## config.mk

```make
export PLATFORM = sky130hd
export DESIGN_NAME = free_list_flat
export DESIGN_NICKNAME = d
export VERILOG_FILES = /design/src/rtl/free_list_pkg.sv /design/src/rtl/free_list_if.sv /design/src/rtl/free_list.sv /design/src/flat_wrapper.sv
export SDC_FILE = /design/constraint.sdc
export NUM_CORES = 1
export LEC_CHECK = 0
export CORE_ASPECT_RATIO = 0.9
export CORE_UTILIZATION = 35
export DETAILED_ROUTE_END_ITERATION = 10
export SLEW_MARGIN = 20
export SYNTH_ARGS = -nofsm -noshare
export SYNTH_HDL_FRONTEND = slang
export SYNTH_SLANG_ARGS = --single-unit
```

## constraint.sdc

```tcl
create_clock -name clock -period 3.2 [get_ports clock]
set_input_delay 0.32 -clock clock [delete_from_list [all_inputs] [get_ports clock]]
set_output_delay 0.32 -clock clock [all_outputs]
set_load 0.02 [all_outputs]
```

## src/rtl/free_list_pkg.sv

```systemverilog
// rtl/free_list_pkg.sv - shared rename-stage types and sizing for the physical register file
package free_list_pkg;

    localparam int N_PHYS_REG    = 64;
    localparam int N_ARCH_REG    = 32;
    localparam int PHYS_REG_BITS = $clog2(N_PHYS_REG);
    localparam int N_FREE_REGS   = N_PHYS_REG - N_ARCH_REG;

    typedef struct packed {
        logic [PHYS_REG_BITS-1:0] phys_reg;
        logic                     valid;
        logic                     ready;
    } TAG;

endpackage

```

## src/rtl/free_list_if.sv

```systemverilog
// rtl/free_list_if.sv - allocate/retire/flush signals between rename/ROB and the free list
interface free_list_if
    import free_list_pkg::*;
#(
    parameter int N_FREE = N_FREE_REGS
) ();

    logic                      alloc_en;
    TAG                        alloc_tag;
    logic                      retire_en;
    TAG                        free_tag;
    logic                      flush;
    logic [$clog2(N_FREE):0]   free_count;
    logic                      empty;

    modport master (
        output alloc_en, retire_en, free_tag, flush,
        input  alloc_tag, free_count, empty
    );

    modport slave (
        input  alloc_en, retire_en, free_tag, flush,
        output alloc_tag, free_count, empty
    );

endinterface

```

## src/rtl/free_list.sv

```systemverilog
// rtl/free_list.sv - circular physical-tag free list with speculative head restored on flush
module free_list
    import free_list_pkg::*;
#(
    parameter int N_FREE = N_FREE_REGS
) (
    input  logic        clock,
    input  logic        reset,
    free_list_if.slave  bus
);

  localparam int IDX_BITS = $clog2(N_FREE);
  localparam int PTR_BITS = IDX_BITS + 1;

  logic [PHYS_REG_BITS-1:0] list [N_FREE];
  logic [PTR_BITS-1:0]      spec_head;
  logic [PTR_BITS-1:0]      retire_head;
  logic [PTR_BITS-1:0]      tail;
  logic [PTR_BITS-1:0]      retire_head_next;
  logic [PTR_BITS-1:0]      in_flight;
  logic                     do_alloc;
  logic                     do_free;

  // Outputs depend on registered state only; no input reaches them combinationally.
  assign bus.free_count = tail - spec_head;
  assign bus.empty      = (bus.free_count == '0);
  assign bus.alloc_tag  = '{phys_reg: list[spec_head[IDX_BITS-1:0]],
                            valid:    !bus.empty,
                            ready:    1'b0};

  assign do_alloc         = bus.alloc_en && !bus.empty && !bus.flush;
  assign do_free          = bus.retire_en && bus.free_tag.valid;
  assign retire_head_next = retire_head + PTR_BITS'(bus.retire_en);
  assign in_flight        = spec_head - retire_head;

  always_ff @(posedge clock) begin
    if (reset) begin
      for (int i = 0; i < N_FREE; i++) begin
        list[i] <= PHYS_REG_BITS'(N_ARCH_REG + i);
      end
      spec_head   <= '0;
      retire_head <= '0;
      tail        <= PTR_BITS'(N_FREE);
    end else begin
      if (do_free) begin
        list[tail[IDX_BITS-1:0]] <= bus.free_tag.phys_reg;
        tail                     <= tail + 1'b1;
      end
      retire_head <= retire_head_next;
      // A same-cycle retire is already folded into the restored head.
      spec_head   <= bus.flush ? retire_head_next
                               : spec_head + PTR_BITS'(do_alloc);
    end
  end

  a_no_overflow: assert property (@(posedge clock) disable iff (reset)
      bus.free_count <= PTR_BITS'(N_FREE));

  a_retire_behind_alloc: assert property (@(posedge clock) disable iff (reset)
      in_flight <= PTR_BITS'(N_FREE));

endmodule

```

## src/flat_wrapper.sv

```systemverilog
// flat-port wrapper written by rule: the top's interface ports become plain ports
module free_list_flat import free_list_pkg::*;
#(
    parameter int N_FREE = N_FREE_REGS
)
  (clock, reset, bus_alloc_en, bus_retire_en, bus_free_tag, bus_flush, bus_alloc_tag, bus_free_count, bus_empty);
  free_list_if #(.N_FREE(N_FREE)) bus_i ();
  input  logic clock;
  input  logic reset;
  input wire logic [$bits(bus_i.alloc_en)-1:0] bus_alloc_en;
  input wire logic [$bits(bus_i.retire_en)-1:0] bus_retire_en;
  input wire logic [$bits(bus_i.free_tag)-1:0] bus_free_tag;
  input wire logic [$bits(bus_i.flush)-1:0] bus_flush;
  output wire logic [$bits(bus_i.alloc_tag)-1:0] bus_alloc_tag;
  output wire logic [$bits(bus_i.free_count)-1:0] bus_free_count;
  output wire logic [$bits(bus_i.empty)-1:0] bus_empty;
  assign bus_i.alloc_en = bus_alloc_en;
  assign bus_i.retire_en = bus_retire_en;
  assign bus_i.free_tag = bus_free_tag;
  assign bus_i.flush = bus_flush;
  assign bus_alloc_tag = bus_i.alloc_tag;
  assign bus_free_count = bus_i.free_count;
  assign bus_empty = bus_i.empty;
  free_list #(.N_FREE(N_FREE)) u_core (.clock(clock), .reset(reset), .bus(bus_i));
endmodule
```

; ---- Word-level counts from Yosys, hierarchy flattened
; Memories as Yosys holds them, arrays and structs flattened. A register that Yosys moved wholly into a read port is not among the register bits.
; Cells that the tools add are included.
[totals]
regBits = 18
ramBits = 192
in_bits = 13
output_inout_bits = 15
wordCells = 25
mem_count = 1
[mem_list]
columns = memory, words, width, rd, rd_ports_with_merged_regs, wr, line_no
row1 = u_core.list, 32, 6, 1, 1, 32, free_list.sv:15  ; logic [PHYS_REG_BITS-1:0] list [N_FREE];
[op_classes]
n_addsub = 4
muxes = 10
reduce_logical = 7
[op_table]
columns = op, count
row1 = $add A6 B1 Y6, 2
row2 = $mux W6, 2
row3 = $mux W5, 2
row4 = $add A6 B1 Y6 const B, 1
row5 = $logic_not A6 Y1, 1
row6 = $mux W1, 6
row7 = $reduce_or A6 Y1, 1
row8 = $sub A6 B6 Y6, 1
row9 = $logic_and A1 B1 Y1, 3
row10 = $logic_not A1 Y1, 2

; ---- Depth between registers and ports, before layout
[logic_depth]
depth_word = 8
depth_mapped = 15
depth_no_buf = 14

; ---- Worst setup path before layout
; No wires, ideal clock.
[synth_path]
path_kind = register -> register
from = register u_core.spec_head[2]
to = register u_core.spec_head[4]
setup_ps = 86
arrival_ps = 3180
required_ps = 3114
path_slack_ps = -65
stages_incl_launch_ff = 16
n_path_buf = 3
synth_period_minus_slack_ps = 3265
cell_sequence = dfxtp_1 clkbuf_1 buf_2 buf_2 inv_1 ha_1 xor2_1 nor4b_1 mux2_2 a41oi_1 ha_1 ha_1 nand3_1 xnor2_1 nor2_1 a211oi_1
[synth_between]
elab_chain_len = 7
[synth_rtl]
columns = item, line_no
row1 = from (decl), free_list.sv:16  ; logic [PTR_BITS-1:0] spec_head;
row2 = from (signal assigned), free_list.sv:51  ; spec_head <= bus.flush ? retire_head_next
row3 = $sub A6 B6 Y6, free_list.sv:25  ; assign bus.free_count = tail - spec_head;
row4 = net bus_free_count[2], flat_wrapper.sv:15  ; output wire logic [$bits(bus_i.free_count)-1:0] bus_free_count;
row5 = $logic_not A6 Y1, free_list.sv:26  ; assign bus.empty = (bus.free_count == '0);
row6 = $logic_not A1 Y1, free_list.sv:31  ; assign do_alloc = bus.alloc_en && !bus.empty && !bus.flush;
row7 = $logic_and A1 B1 Y1 (2 in series), free_list.sv:31
row8 = $add A6 B1 Y6, free_list.sv:52  ; : spec_head + PTR_BITS'(do_alloc);
row9 = $mux W6, free_list.sv:51
; The timed path passes the listed nets, and every way through them passes these cells.
; A chain may end at the register's enable or synchronous reset.

; ---- Worst setup path after layout
[layout_path]
from = register u_core.spec_head[4]
to = output port bus_free_count[5]
[layout_between]
elab_chain_len = 1
[layout_rtl]
columns = item, line_no
row1 = $sub A6 B6 Y6, free_list.sv:25
row2 = to (decl), flat_wrapper.sv:15
; Every way passes these cells.

==> impl_metrics.tcl <==
set metrics [dict create \
    synth_top_cell_area_share_pct 57.3 \
    grt_max_degree 53 \
    gr-total-overflow 0 \
    cts_root_buffer "clkbuf_16" \
    yosys-top-cells-count "edfxtp_1, nand2_1, or3_1" \
    synth_cells 768 \
    htreeDepth 1 \
    synth_xor_area_share_pct 1.39 \
    gp_congestion 0.777 \
    die_x_microns 181 \
    tightest_slew_ps 1090 \
    dr_total_vias 6230 \
    fmax_mhz 326 \
    numCtsBuffers 23 \
    maxSlewViolCount 0 \
    clk-insertion-delay-late_ps 500 \
    hold_violations 0 \
    drt-initial-drc-count 534 \
    leakagePower_nw 3.51 \
    fillers 2558 \
    ys_types 46 \
    nNetsFinal 806 \
    num_io_pins 28 \
    path_clk_slew_ps 60 \
    routedWlPerCell_microns 21.0 \
    grt_setup_unrepaired "true" \
    min_path_type "in2reg" \
    antenna_cells 0 \
    core-area_sq_um 28100 \
    critPathKind "reg2out" \
    synth-seq-area-share_pct 60.9 \
    setup_viol 0 \
    avgSynthCellArea_sq_um 13.1 \
    hold_ws_ps 425 \
    synth_most_common_cell "edfxtp_1" \
    skew_ps 7.48 \
    worstPathArrival_ps 2750 \
    outcome "finished, final reports clean" \
    cp-end-kind "primary output" \
    clock-sinks 210 \
    via_per_inst 5.40 \
    netlist_area_sq_um 10100 \
    power_density_nw_per_um2 546 \
    start_util_pct 35.8 \
    portBuffers 25 \
    grt_pass1_vias 6274 \
    critical_path_required_ps 2880 \
    critPathLaunchType "flip-flop" \
    antenna_found_initial 0 \
    dieArea_sq_um 29400 \
    cts_hold_buf 0 \
    final_cell_count_no_fill 1153 \
    synthSimpleGateAreaFrac_pct 17.4 \
    clockBufferDepth 3 \
    grt_use_total_pct 17.0 \
    synth-async-reset-ratio_pct 0 \
    synthAdderAreaFrac_pct 1.82 \
    chipHeight_microns 163 \
    path_max_fanout 7 \
    dp.cells 1113 \
    synth_seq_cells 210 \
    dp_hpwl_microns 15000 \
    yosysWarnings 0 \
    drive_above_1_share_pct 20.4 \
    total_power_mw 6.28 \
    wl_microns 24200 \
    area_growth_syn_to_layout_pct 14.2 \
    cts_tree "done" \
    ant_nets 0 \
    post_cts_buffers 0 \
    ys_top_cells_by_area "edfxtp_1, mux4_2, or3_1" \
    synth_compound_area_share_pct 3.33 \
    synth-edff-count 192 \
    ys.flop_type "edfxtp_1" \
    grt_pass1_wl_microns 37800 \
    dr.pass1.iters 4 \
    maxCapViolations 0 \
    synthesis.nets 795 \
    post-route-period-util_pct 96.0 \
    route.detailed.drc 0 \
    synth_top_family_by_area "simple AND/OR/NAND/NOR gates" \
    min_period_ps 3070 \
    yosys.area.top_type "edfxtp_1" \
    slew_headroom_pct 27.1 \
    vdd_drop_max_mv 0.282 \
    synth.area.mux_share_pct 11.5 \
    rows 58 \
]
## layer usage
layer | vias up | global-route usage (%) | routed length (microns)
met1 | 3142 | 23.8 | 11000
met2 | 178 | 27.6 | 11400
met5 | - | 0 | 0
li1 | 2866 | - | -
met4 | 0 | 5.05 | 638
met3 | 44 | 2.15 | 1150
## timing repair
item | in CTS | in global routing
endpoints found under the setup margin | 8 | 6
resized for setup | 13 | 7
cloned | 1 | 0
## placed cells by master, fill, tap and decap left out, drive strengths merged, types with 12 or more instances in the layout
master	Yosys	routed
clkdlybuf4s50	0	16
dfxtp	18	18
edfxtp	192	192
mux2	23	23
clkbuf	51	32
nand2	69	69
nor2	53	53
buf	19	31
mux4	38	38
inv	12	12
or3	58	58
or2	35	35
nor3	44	44
ha	13	13
and2	34	34
## critical path, stage by stage, from the launching register on
cell             delay (ps)
dfxtp_1                 310
inv_1                   290
ha_1                    370
and2_1                  170
o21a_1                  160
a31oi_1                 310
nand2_1                 100
clkdlybuf4s50_1         550
## final timing paths
| check | cells after the start | slack [ps] | start | end |
|---|---|---|---|---|
| max | 7 | 130 | u_core.spec_head[4]$_SDFF_PP0_ | bus_free_count[5] |
| min | 3 | 420 | reset | u_core.spec_head[0]$_SDFF_PP0_ |
| max reg2reg | 13 | 180 | u_core.spec_head[0]$_SDFF_PP0_ | u_core.spec_head[4]$_SDFF_PP0_ |
| min reg2reg | 2 | 530 | u_core.tail[5]$_SDFFE_PP1P_ | u_core.tail[5]$_SDFFE_PP1P_ |
## area by class of cell
cell class	count	area [sq um]	share of cell area, %
Sequential cell	210	6130	53.4
Inverter	12	45.0	0.392
Clock inverter	8	85.1	0.741
Multi-Input combinational cell	476	3620	31.5
Tap cell	360	450	3.92
Timing Repair Buffer	56	554	4.83
Clock buffer	31	606	5.27
## flip-flops by register name, summed over array words and instances, names as in the netlist
| signal | flops |
|---|---|
| u_core.tail | 6 |
| u_core.retire_head | 6 |
| u_core.spec_head | 6 |
| u_core.list | 192 |
## report_power, final
group	internal (mW)	leakage [nW]	switching (mW)	total, mW
logic	0.302	1.35	0.407	0.709
registers	3.05	1.82	0.0237	3.07
clock network	1.48	0.335	1.02	2.49
## kinds of logic after synthesis
| kind of cell | count (synthesis) |
|---|---|
| AO/OA/AOI/OAI | 45 |
| XOR/XNOR | 16 |
| adder cells (fa/ha/maj) | 14 |
| buffers and inverters | 82 |
| flip-flops | 210 |
| multiplexers | 63 |
| other | 1 |
| AND/OR/NAND/NOR | 337 |
## metrics by stage
step	cell area [sq um]	util [%]	TNS [ps]	setup slack [ps]
finish	11500	40.9	0	128
global route	11500	40.9	-15.1	-15.1
CTS	11500	40.9	-75.2	-75.2
detailed placement	10700	38.2	0	124
global placement	10700	38.2	0	163
floorplan	10100	-	0	36.2
(Power assumes the default switching activity.)
